==> src/rtl/tl_a_master_arbiter_pkg.sv <==
// tl_a_master_arbiter_pkg: TileLink A/D field structs, opcodes and beat-count helper
package tl_a_master_arbiter_pkg;

    localparam int TL_BEAT_LOG2 = 3;
    localparam int TL_MAX_SIZE  = 6;

    localparam logic [2:0] PUT_FULL    = 3'd0;
    localparam logic [2:0] PUT_PARTIAL = 3'd1;
    localparam logic [2:0] ARITH       = 3'd2;
    localparam logic [2:0] LOGICAL     = 3'd3;

    typedef struct packed {
        logic [2:0]  opcode;
        logic [2:0]  param;
        logic [2:0]  size;
        logic [31:0] address;
        logic [7:0]  mask;
        logic [63:0] data;
    } tl_a_t;

    typedef struct packed {
        logic [2:0]  opcode;
        logic [1:0]  param;
        logic [2:0]  size;
        logic [1:0]  sink;
        logic [63:0] data;
    } tl_d_t;

    // Oversized requests saturate at the largest legal burst length.
    function automatic logic [7:0] tl_beats(input logic [2:0] opcode, input logic [2:0] size,
                                            input int beat_log2, input int max_size);
        int s;
        s = (int'(size) > max_size) ? max_size : int'(size);
        return (opcode inside {PUT_FULL, PUT_PARTIAL, ARITH, LOGICAL} && s > beat_log2) ?
               8'(1 << (s - beat_log2)) : 8'd1;
    endfunction

endpackage

==> src/rtl/tl_a_master_arbiter_rr_arb2.sv <==
// tl_a_master_arbiter_rr_arb2: 2-way round-robin grant with lock override
module tl_a_master_arbiter_rr_arb2 (
    input  logic       clk,
    input  logic       reset,
    input  logic [1:0] req_i,
    input  logic       lock_i,
    input  logic       lock_idx_i,
    input  logic       last_i,
    output logic       gnt_o
);

    logic rr_q, rr_d;

    assign gnt_o = lock_i ? lock_idx_i : (req_i == 2'b11 ? rr_q : req_i[1]);
    assign rr_d  = last_i ? ~gnt_o : rr_q;

    always_ff @(posedge clk) begin
        if (reset) rr_q <= 1'b0;
        else       rr_q <= rr_d;
    end

endmodule

==> src/rtl/tl_a_master_arbiter.sv <==
// tl_a_master_arbiter: shares one TileLink A channel between two masters and routes D back
module tl_a_master_arbiter
    import tl_a_master_arbiter_pkg::*;
#(
    parameter int BEAT_LOG2 = TL_BEAT_LOG2,
    parameter int MAX_SIZE  = TL_MAX_SIZE,
    parameter int SRC_W     = 2
) (
    input  logic             clk,
    input  logic             reset,
    input  logic             m0_a_valid_i,
    output logic             m0_a_ready_o,
    input  logic [2:0]       m0_a_opcode_i,
    input  logic [2:0]       m0_a_param_i,
    input  logic [2:0]       m0_a_size_i,
    input  logic [SRC_W-1:0] m0_a_source_i,
    input  logic [31:0]      m0_a_address_i,
    input  logic [7:0]       m0_a_mask_i,
    input  logic [63:0]      m0_a_data_i,
    input  logic             m1_a_valid_i,
    output logic             m1_a_ready_o,
    input  logic [2:0]       m1_a_opcode_i,
    input  logic [2:0]       m1_a_param_i,
    input  logic [2:0]       m1_a_size_i,
    input  logic [SRC_W-1:0] m1_a_source_i,
    input  logic [31:0]      m1_a_address_i,
    input  logic [7:0]       m1_a_mask_i,
    input  logic [63:0]      m1_a_data_i,
    output logic             out_a_valid_o,
    input  logic             out_a_ready_i,
    output logic [2:0]       out_a_opcode_o,
    output logic [2:0]       out_a_param_o,
    output logic [2:0]       out_a_size_o,
    output logic [SRC_W:0]   out_a_source_o,
    output logic [31:0]      out_a_address_o,
    output logic [7:0]       out_a_mask_o,
    output logic [63:0]      out_a_data_o,
    input  logic             out_d_valid_i,
    output logic             out_d_ready_o,
    input  logic [2:0]       out_d_opcode_i,
    input  logic [1:0]       out_d_param_i,
    input  logic [2:0]       out_d_size_i,
    input  logic [SRC_W:0]   out_d_source_i,
    input  logic [1:0]       out_d_sink_i,
    input  logic [63:0]      out_d_data_i,
    output logic             m0_d_valid_o,
    input  logic             m0_d_ready_i,
    output logic [2:0]       m0_d_opcode_o,
    output logic [1:0]       m0_d_param_o,
    output logic [2:0]       m0_d_size_o,
    output logic [SRC_W-1:0] m0_d_source_o,
    output logic [1:0]       m0_d_sink_o,
    output logic [63:0]      m0_d_data_o,
    output logic             m1_d_valid_o,
    input  logic             m1_d_ready_i,
    output logic [2:0]       m1_d_opcode_o,
    output logic [1:0]       m1_d_param_o,
    output logic [2:0]       m1_d_size_o,
    output logic [SRC_W-1:0] m1_d_source_o,
    output logic [1:0]       m1_d_sink_o,
    output logic [63:0]      m1_d_data_o
);

    tl_a_t            a0, a1, a_sel;
    tl_d_t            d_in;
    logic [SRC_W-1:0] src_sel;
    logic [7:0]       beats, left_q, left_d;
    logic             gnt, fire, last, d_idx;
    logic             locked_q, locked_d, lock_idx_q, lock_idx_d;

    assign a0   = {m0_a_opcode_i, m0_a_param_i, m0_a_size_i, m0_a_address_i, m0_a_mask_i, m0_a_data_i};
    assign a1   = {m1_a_opcode_i, m1_a_param_i, m1_a_size_i, m1_a_address_i, m1_a_mask_i, m1_a_data_i};
    assign d_in = {out_d_opcode_i, out_d_param_i, out_d_size_i, out_d_sink_i, out_d_data_i};

    tl_a_master_arbiter_rr_arb2 u_arb (
        .clk       (clk),
        .reset     (reset),
        .req_i     ({m1_a_valid_i, m0_a_valid_i}),
        .lock_i    (locked_q),
        .lock_idx_i(lock_idx_q),
        .last_i    (last),
        .gnt_o     (gnt)
    );

    // Burst lock: counts the remaining beats of a multi-beat message after its first fire.
    always_comb begin
        a_sel         = gnt ? a1 : a0;
        src_sel       = gnt ? m1_a_source_i : m0_a_source_i;
        beats         = tl_beats(a_sel.opcode, a_sel.size, BEAT_LOG2, MAX_SIZE);
        out_a_valid_o = ~reset & (gnt ? m1_a_valid_i : m0_a_valid_i);
        fire          = out_a_valid_o & out_a_ready_i;
        last          = fire & (locked_q ? left_q == 8'd1 : beats == 8'd1);
        locked_d      = locked_q;
        lock_idx_d    = lock_idx_q;
        left_d        = left_q;
        if (fire && !locked_q && beats != 8'd1) begin
            locked_d   = 1'b1;
            lock_idx_d = gnt;
            left_d     = beats - 8'd1;
        end else if (fire && locked_q) begin
            left_d   = left_q - 8'd1;
            locked_d = left_q != 8'd1;
        end
    end

    always_ff @(posedge clk) begin
        if (reset) begin
            locked_q   <= 1'b0;
            lock_idx_q <= 1'b0;
            left_q     <= 8'd0;
        end else begin
            locked_q   <= locked_d;
            lock_idx_q <= lock_idx_d;
            left_q     <= left_d;
        end
    end

    assign m0_a_ready_o    = ~reset & out_a_ready_i & ~gnt;
    assign m1_a_ready_o    = ~reset & out_a_ready_i & gnt;
    assign out_a_opcode_o  = a_sel.opcode;
    assign out_a_param_o   = a_sel.param;
    assign out_a_size_o    = a_sel.size;
    assign out_a_source_o  = {gnt, src_sel};
    assign out_a_address_o = a_sel.address;
    assign out_a_mask_o    = a_sel.mask;
    assign out_a_data_o    = a_sel.data;

    assign d_idx         = out_d_source_i[SRC_W];
    assign m0_d_valid_o  = ~reset & out_d_valid_i & ~d_idx;
    assign m1_d_valid_o  = ~reset & out_d_valid_i & d_idx;
    assign out_d_ready_o = ~reset & (d_idx ? m1_d_ready_i : m0_d_ready_i);

    assign m0_d_opcode_o = d_in.opcode;
    assign m0_d_param_o  = d_in.param;
    assign m0_d_size_o   = d_in.size;
    assign m0_d_source_o = out_d_source_i[SRC_W-1:0];
    assign m0_d_sink_o   = d_in.sink;
    assign m0_d_data_o   = d_in.data;
    assign m1_d_opcode_o = d_in.opcode;
    assign m1_d_param_o  = d_in.param;
    assign m1_d_size_o   = d_in.size;
    assign m1_d_source_o = out_d_source_i[SRC_W-1:0];
    assign m1_d_sink_o   = d_in.sink;
    assign m1_d_data_o   = d_in.data;

endmodule
==> config.mk <==
export PLATFORM = sky130hd
export DESIGN_NAME = tl_a_master_arbiter
export DESIGN_NICKNAME = d
export VERILOG_FILES = /design/src/rtl/tl_a_master_arbiter_pkg.sv /design/src/rtl/tl_a_master_arbiter_rr_arb2.sv /design/src/rtl/tl_a_master_arbiter.sv
export SDC_FILE = /design/constraint.sdc
export NUM_CORES = 1
export LEC_CHECK = 0
export CAP_MARGIN = 30
export CELL_PAD_IN_SITES_DETAIL_PLACEMENT = 0
export CELL_PAD_IN_SITES_GLOBAL_PLACEMENT = 1
export CORE_AREA = 2 2 226 228
export DETAILED_ROUTE_END_ITERATION = 6
export DIE_AREA = 0 0 228 230
export PLACE_DENSITY = 0.54
export SYNTH_ARGS = -nofsm -noshare
export SYNTH_HDL_FRONTEND = slang
export SYNTH_SLANG_ARGS = --single-unit
==> constraint.sdc <==
create_clock -name clk -period 4.1 [get_ports clk]
set_clock_uncertainty 0.1 [all_clocks]
set_input_delay 0.615 -clock clk [delete_from_list [all_inputs] [get_ports clk]]
set_output_delay 0.615 -clock clk [all_outputs]
set_load 0.02 [all_outputs]
After elaboration in Yosys (flattened, before gate mapping)
Index checks and enable logic that the tools add are counted.
- input bits: 315
- bits in registers: 11
- output and inout bits: 274
- word-level logic and storage cells: 52
- order comparisons: 2
- bitwise operators: 13
- add/sub/neg operators: 3
- muxes and demuxes: 13
- reductions and logical operators: 8
- shift-type cells: 1
- eq/ne operators: 8
- operators by type and width (operator ; count):
    113-bit two-way mux ; 1
    1-bit by 32-bit left shift with 8-bit output, first input constant ; 1
    8-bit two-way mux ; 3
    8-bit by 1-bit == test with 1-bit output, second input constant ; 2
    8-bit by 1-bit != test with 1-bit output, second input constant ; 2
    8-bit by 1-bit subtractor with 8-bit output, second input constant ; 2
    1-bit AND ; 10
    1-bit two-way mux ; 7
    3-bit by 2-bit == test with 1-bit output, second input constant ; 2
    1-bit logical AND ; 4
    4-bit nonzero test ; 1
    3-bit by 2-bit subtractor with 4-bit output, second input constant ; 1
    3-bit by 1-bit == test with 1-bit output, second input constant ; 1
    3-bit by 2-bit > comparator with 1-bit output, second input constant ; 1
    3-bit > comparator, second input constant ; 1
    3-bit zero test ; 1
    3-bit two-way mux ; 1
    1-bit inverter ; 3
    2-bit == test, second input constant ; 1
    2-bit two-way mux ; 1
    2-bit nonzero test ; 1
    1-bit zero test ; 1

Longest topological paths before layout
Gate-level depths: netlist of the first run.
- word-level depth: 12
- gate-level depth with buffers: 19
- depth with buffers taken out: 16

Hierarchy
A second synthesis of the first run with hierarchy kept.
- cell total of the unflattened synthesis: 444
- area, all modules: 3728.6 µm²
- by module, submodules not included (module ; instances ; area an instance (µm²) ; cells each ; seq. area each (µm²)):
    tl_a_master_arbiter ; 1 ; 3659.8 ; 436 ; 200.2
    tl_a_master_arbiter_rr_arb2 ; 1 ; 68.8 ; 8 ; 20.0

Worst setup path before layout of the first run
No wires, ideal clock.
- path kind: in2reg
- start: input port m0_a_valid_i
- end: register left_q[2]
- arrival: 3.808 ns
- setup slack: 0.104 ns
- path buffers: 3
- stages on the path: 19
- required time: 3.912 ns
- setup time: 0.088 ns
- cell sequence: nor2b_1 > o21a_2 > inv_2 > buf_6 > buf_2 > nand2_1 > nand2_1 > a21boi_1 > ha_1 > clkbuf_1 > nand3b_1 > mux2_2 > o21ba_2 > inv_2 > ha_1 > nand2_1 > o21ai_1 > o21ai_0 > a311oi_2
- longest elaborated chain between the ends: 12
- elaborated cells on any way between the ends: 26
- classes of those cells: add/sub (2); order compare (2); eq/ne (5); shift (1); mux (7); bitwise (2); reduce/logical (7)
- ends and longest elaborated chain (element ; RTL line ; text):
    from (decl) ; tl_a_master_arbiter.sv:11 ; input logic m0_a_valid_i,
    2-bit == test (*) ; tl_a_master_arbiter_rr_arb2.sv:14 ; assign gnt_o = lock_i ? lock_idx_i : (req_i == 2'b11 ? rr_q : req_i[1]);
    1-bit two-way mux (*) (2 in series) ; tl_a_master_arbiter_rr_arb2.sv:14 ;
    113-bit two-way mux (*) ; tl_a_master_arbiter.sv:87 ; a_sel = gnt ? a1 : a0;
    net out_a_size_o[0] ; tl_a_master_arbiter.sv:33 ; output logic [2:0] out_a_size_o,
    3-bit > comparator ; tl_a_master_arbiter_pkg.sv:33 ; s = (int'(size) > max_size) ? max_size : int'(size);
    3-bit two-way mux (*) ; tl_a_master_arbiter_pkg.sv:33 ;
    3-bit by 2-bit subtractor with 4-bit output or 3-bit by 2-bit > comparator with 1-bit output (tied branches) ; tl_a_master_arbiter_pkg.sv:35, tl_a_master_arbiter_pkg.sv:34 ;
    1-bit by 32-bit left shift with 8-bit output or 1-bit logical AND (tied branches) ; tl_a_master_arbiter_pkg.sv:35, tl_a_master_arbiter_pkg.sv:34 ;
    8-bit two-way mux (*) ; tl_a_master_arbiter_pkg.sv:34 ; return (opcode inside {PUT_FULL, PUT_PARTIAL, ARITH, LOGICAL} && s > beat_log2) ?
    parallel branches: the longest is 3 deep, another holds 8-bit by 1-bit subtractor with 8-bit output ; -- ;
    to (signal assigned) ; tl_a_master_arbiter.sv:114 ; left_q <= left_d;
    to (decl) ; tl_a_master_arbiter.sv:67 ; logic [7:0] beats, left_q, left_d;
Mark *: on every way through the listed nets, which the timed path passes.
A chain may end at the register's enable or synchronous reset.

Worst setup path in the final report of the first run
- start: input port m0_a_valid_i
- end: register left_q[2]
- longest elaborated chain between the ends: 12
- elaborated cells on any way between the ends: 26
- classes of those cells: add/sub (2); order compare (2); eq/ne (5); shift (1); mux (7); bitwise (2); reduce/logical (7)
- ends and longest elaborated chain (element):
    parallel branches: the longest is 12 deep, another holds 8-bit by 1-bit subtractor with 8-bit output
Parallel ways; which one is timed is not known.

==> results of run 1 <==
[layout make-up]
class,instances,area [um2]
inverters,9,36.3
repair buffers,396,3940
well taps,672,841
diodes,1,2.50
flip-flops and latches,11,220
multi-input cells,482,2300
fillers,5859,42400
clock buffers,4,78.8
[synth_stat cells (all sizes together) (2+ instances only)]
master   instances
nand2          352
buf            169
clkbuf          16
nor2            16
dfxtp           11
mux2i           10
inv              9
o21ai            9
a31oi            7
mux2             7
nand4            7
nor2b            6
a211oi           5
ha               5
nand2b           5
nor3             5
nor3b            5
a21oi            4
and3             4
nand3            4
a221oi           3
and3b            3
xor2             3
a2111oi          2
a22o             2
nand3b           2
o21a             2
o31ai            2
[metal layers]
metal  vias up  global-route usage, %  routed length [um]
li1       2441                      -                   -
met1      2069                   7.39                7390
met2       304                   13.8               10600
met3        31                   3.10                2260
met4         2                   1.27                 306
met5         -                      0                  13
[critical path, delay by kind of cell]
family | cells | cell delay (ns)
compound gates | 5 | 0.94
mux | 2 | 0.50
fa+ha+maj | 2 | 0.45
buf+inv | 6 | 0.96
simple gates | 3 | 0.47
[flip-flops by register name (all words and copies together), names as in the netlist]
signal      cells
u_arb.rr_q      1
lock_idx_q      1
left_q          8
locked_q        1
[path summary, 6_finish.rpt]
check | depth (start not counted) | end | from | slack [ns]
worst max-delay path | 18 | left_q[2] | m0_a_valid_i | 0.23
worst min-delay path | 2 | left_q[5] | left_q[5] | 0.41
worst max register to register | 17 | left_q[2] | locked_q | 0.68
worst min register to register | 2 | left_q[5] | left_q[5] | 0.41
[where the power goes]
part | switching [mW] | internal (mW) | leakage (nW)
Clock | 0.0508 | 0.131 | 0.0382
Combinational | 0.563 | 0.600 | 2.98
Sequential | 0.0102 | 0.116 | 0.0895
[through the flow]
step | total power, mW | hold WS, ns | setup WS [ns] | utilization [%]
3_3_place_gp | 1.31 | 0.417 | -0.0450 | 14.7
2_1_floorplan | 0.848 | 0.352 | 0.104 | -
6_report | 1.47 | 0.407 | 0.227 | 14.9
5_1_grt | 1.57 | 0.445 | 0.00259 | 14.9
4_1_cts | 1.49 | 0.415 | 0.140 | 14.8
3_5_place_dp | 1.30 | 0.411 | -0.0953 | 14.7
[kinds of logic (layout without fill, tap and decap cells)]
family                   count (synthesis)  after routing  synth area share [%]
AO/OA/AOI/OAI                           45             45                  8.90
flip-flops                              11             11                  5.76
multiplexers                            17             17                  4.88
adder cells (fa/ha/maj)                  5              5                  1.64
other                                    0              1                     0
buffers and inverters                  194            409                  34.6
AND/OR/NAND/NOR                        411            411                  43.4
XOR/XNOR                                 4              4                 0.916
[repair_timing]
action                                  CTS  global route
endpoints found under the setup margin    0             4
buffers inserted                          0             2
resized for setup                         0             5
==> results by group, run 1 <==
Global routing
  • First-pass GRT wire length: 29.7 mm
  • Total gr overflow: 0
  • Pin count of the biggest net entering global routing: 66
  • Total GRT Usage: 7.25%
  • Vias in the first global route: 5,049
  • Initial antenna violation count: 2

Final layout
  • Final instance area: 0.00742 mm2
  • Layout area overhead: 94.0%
  • Nets: 1,223
  • Commonest cells after routing, fill and taps aside: clkdlybuf4s50_1 (355), nand2_1 (352), buf_4 (35)
  • Non-Filler Instances: 1,575
  • Most common cell after layout, fill and taps aside: clkdlybuf4s50_1
  • Layout cells sized above 1: roughly 6.7%

Logic synthesis
  • Synth top area share: between 30 and 40%
  • Synth Flop Type: dfxtp_1
  • Async S/R FF share, synth: 0%
  • Sequential share of the synthesized area: 5.76%
  • #FFs+latches synth: 11
  • Ranking of synthesized cells by area: nand2_1 (35%), buf_4 (30%), dfxtp_1 (5.8%)
  • Post-synth EDFFs: 0
  • Area leader, netlist: nand2_1
  • Mapped Cells: 687
  • Avg Cell Area, Syn: about 5.6 um2
  • Yosys synthesis warning count: 0
  • Syn_nets: 1,007
  • Yosys cell types: 50
  • Post-Syn Area: roughly 0.0038 mm2

Flow run
  • Max cap viols: 0

Detailed routing
  • Routed wire per std cell: 13.0 um
  • Routed Antenna Nets: 0
  • DR DRC count: 0
  • Via density: roughly 3.1
  • Routed WL: 20.5 mm
  • First-pass detailed-route iteration total: 4
  • Initial DRC count: 166
  • DR vias: 4,847

Placed design
  • PortBufs: 360
  • Placer congestion estimate: 0.816
  • Placed Area: 0.00731 mm2
  • Placed Instances: 1,568
  • Hpwl dp: 17.5 mm

CTS
  • Clock-pin slew on the worst setup and hold paths: 0.04 ns
  • Htree depth: 1
  • Root Driver: clkbuf_16
  • Clk Latency, worst-skew pair: 0.24 ns
  • Num CTS Buffers: 3
  • Cts hold-fix bufs: 0
  • CTS tree: done
  • Clock Sinks: 11
  • Max Buffers Root-to-Sink: 2

STA
  • Fin crit share: 94.5%
  • FMAX: 258 MHz
  • Min cycle time layout: roughly 3.9 ns
  • Worst-margin pin slew: approximately 0.73 ns
  • Final setup TNS: 0 ns
  • Final hold vios: 0
  • Final setup violation count: 0
  • RSZ-0062 raised after global routing: false
  • Slew HR: between 50% and 60%
  • Slew Limit Fails: 0

Floorplan
  • Die width: around 230 um
  • Top Ports: 589
  • DIE AREA: 0.0524 mm2
  • Row count: 82
  • Die H: 230 um
  • Starting Density: 7.67%
  • Core ar.: approximately 0.050 mm2

Outcome
  • Outcome: finished, final reports clean

Worst setup path
  • CP Data Required Time: about 4.2 ns
  • Worst setup EP type: flip-flop
  • Max Fanout on Critical Path: 6
  • Crit path DAT: 3.93 ns
  • CP Launch Type: primary input
  • Worst-path cell chain: clkdlybuf4s50_1 -> nor2b_1 -> o21a_4 -> inv_4 -> mux2i_1 -> inv_1 -> a21boi_1 -> ha_1 -> nand3b_1 -> mux2_2 -> o21ba_2 -> inv_2 -> ha_4 -> a211oi_4 -> buf_4 -> buf_12 -> nand2b_1 -> a311oi_2
  • Slowest-stage cell, CP: clkdlybuf4s50_1
  • Kind of critical path: primary input to flip-flop
  • CP max stage delay: between 0.4 and 0.5 ns

Power
  • Pleak: 3.10 nW
  • PwrDens: around 200 mW/mm2
  • Worst ir drop on vdd: 0.103 mV

Worst hold path
  • Hold WC Path Type: flip-flop to flip-flop
Power figures use the tool's default switching activity.
==> inputs of run 2 (changes only) <==
- GPL_TIMING_DRIVEN: unset -> 0
==> run 2 against run 1 <==
Non-clock buffer count is 315 higher; global-route usage is 2.1 points higher; clock power is 2% higher; sequential share of layout area is 0.79 points lower; sequential power hardly changed; routed wire length is 31% higher; via count is 24% higher; final area is 36% higher; worst hold slack worse by 0.0085 ns; fmax is 2.6% higher; setup slack better by 0.098 ns; register-to-register slack worse by 0.28 ns; critical endpoint unchanged; largest power group unchanged.
==> results by group, run 2 (synthesis results as in run 1) <==
Outcome
  • Outcome: finished, final reports clean

Global routing
  • Total gr overflow: 0
  • Pin count of the biggest net entering global routing: 11
  • Vias in the first global route: about 6,100
  • First-pass GRT wire length: around 38 mm
  • Total GRT Usage: a little under a tenth
  • Initial antenna violation count: 1

Worst setup path
  • Kind of critical path: primary input to flip-flop
  • Cells on worst reg2reg path: 18
  • Crit path DAT: 3.82 ns
  • R2r setup slk: 0.40 ns
  • Reg-to-reg startpoint: locked_q
  • CP Data Required Time: 4.15 ns
  • Crit path from: m0_a_valid_i
  • Max Fanout on Critical Path: 10
  • Worst setup EP type: flip-flop
  • CP Launch Type: primary input
  • RR Endpoint: left_q[2]

STA
  • Slew Limit Fails: 0
  • Worst-margin pin slew: 0.805 ns
  • Worst hold slack: 0.399 ns
  • Setup slack after layout: roughly 0.33 ns
  • Final hold vios: 0
  • FMAX: around 260 MHz
  • Final setup violation count: 0
  • Slew HR: between 40 and 50%
  • Final setup TNS: 0 ns
  • RSZ-0062 raised after global routing: false
  • Min cycle time layout: 3.77 ns
  • Fin crit share: between 90% and 100%

Detailed routing
  • DR DRC count: 0
  • Routed wire per std cell: 14.3 um
  • Via density: between 3 and 4
  • Initial DRC count: 149
  • DR vias: roughly 6,000
  • Routed WL: about 27 mm
  • First-pass detailed-route iteration total: 4
  • Routed Antenna Nets: 0

Final layout
  • Commonest cells after routing, fill and taps aside: clkdlybuf4s50_1 (505), nand2_1 (352), buf_4 (167)
  • Layout area overhead: 164%
  • Nets: roughly 1,500
  • Filler cell count in the final layout: 5,726
  • Most common cell after layout, fill and taps aside: clkdlybuf4s50_1
  • Layout cells sized above 1: 17.2%
  • Final Util: 20.2%
  • Diode count: 0
  • Max FFs per register: 8
  • Most flops, register: left_q

CTS
  • Clock-pin slew on the worst setup and hold paths: 0.05 ns
  • Cts hold-fix bufs: 0
  • Root Driver: clkbuf_16
  • Clock Sinks: 11
  • Num CTS Buffers: 3
  • Max Buffers Root-to-Sink: 2
  • Clk Latency, worst-skew pair: 0.24 ns
  • Htree depth: 1
  • CTS tree: done

Power
  • Worst ir drop on vdd: around 0.13 mV
  • Sw Pwr: 0.806 mW
  • Pint: 1.06 mW
  • Comb power frac: 83.3%
  • Seq pwr share: 6.7%
  • Clock power frac: 10.0%
  • PwrDens: around 180 mW/mm2
  • Switching Fraction: 43.2%
  • Pleak: 4.44 nW

Flow run
  • Max cap viols: 0

Floorplan
  • Top Ports: 589
  • DIE AREA: ~0.052 mm2
  • Die H: 230 um
  • Row count: a little over 80
  • Die width: about 230 um
  • Core ar.: 0.0499 mm2
  • Starting Density: 7.67%

Placed design
  • Placer congestion estimate: ~0.76
  • PortBufs: 512
  • Hpwl dp: 23.7 mm
  • Pre-CTS WS: -1.12 ns

Worst hold path
  • HP Start: u_arb.rr_q
  • Hold Crit Endpoint: u_arb.rr_q
  • Hold depth: 2
  • Hold WC Path Type: flip-flop to flip-flop
## run 2: worst max path at each step
| stage | depth (start not counted) | end |
|---|---|---|
| after detailed placement | 18 | left_q[2] |
| after CTS | 19 | left_q[2] |
| final | 19 | left_q[2] |
| after floorplan | 19 | left_q[2] |
| after global placement | 9 | out_a_address_o[21] |
| after global routing | 19 | left_q[2] |
## run 2: metal layers
metal	GRT usage [%]	up-vias	routed length (um)
met2	18.5	282	14500
met5	0	-	10
met1	10.2	2631	10100
met3	2.57	12	2100
met4	0.797	2	194
li1	-	3079	-
## run 2: layout make-up
| type | instances | area, um2 | area share (%) |
|---|---|---|---|
| repair buffers | 526 | 5230 | 51.9 |
| multi-input cells | 482 | 2340 | 23.2 |
| plain buffers | 185 | 1340 | 13.3 |
| well taps | 672 | 841 | 8.34 |
| flip-flops and latches | 11 | 220 | 2.18 |
| clock buffers | 4 | 78.8 | 0.781 |
| inverters | 9 | 33.8 | 0.335 |
## run 2: what timing repair did
action                     CTS  global route
pin swaps                    5             1
cloned                       0             1
setup buffers               11             1
resized for setup           40             4
setup endpoints to repair  125            62
## run 2: per-stage QoR
step / std cells / area (um2) / total power [mW]
floorplan: 687 / 3820 / 0.848
global placement: 1871 / 9790 / 1.66
detailed placement: 1872 / 9800 / 1.66
CTS: 1887 / 10100 / 1.89
global route: 1889 / 10100 / 1.98
finish: 1889 / 10100 / 1.86
## run 2: power by group through the flow
stage	sequential (mW)	clock, mW	combinational (mW)
2_1_floorplan	0.125	0	0.723
3_3_place_gp	0.127	0	1.53
3_5_place_dp	0.127	0	1.53
4_1_cts	0.126	0.187	1.58
5_1_grt	0.127	0.193	1.66
6_report	0.126	0.186	1.55
## run 2: critical path, stage by stage
cell and delay (ns):
dlymetal6s2s_1 0.15, nor2b_1 0.13, o21a_2 0.23, inv_2 0.09, buf_8 0.12, mux2i_4 0.23, inv_2 0.08, a21boi_1 0.15
ha_1 0.27, clkbuf_8 0.17, nand3b_1 0.17, mux2_4 0.30, o21ba_4 0.23, inv_2 0.07, ha_4 0.16, a211oi_4 0.08
buf_4 0.17, nand2b_1 0.14, a311oi_2 0.26
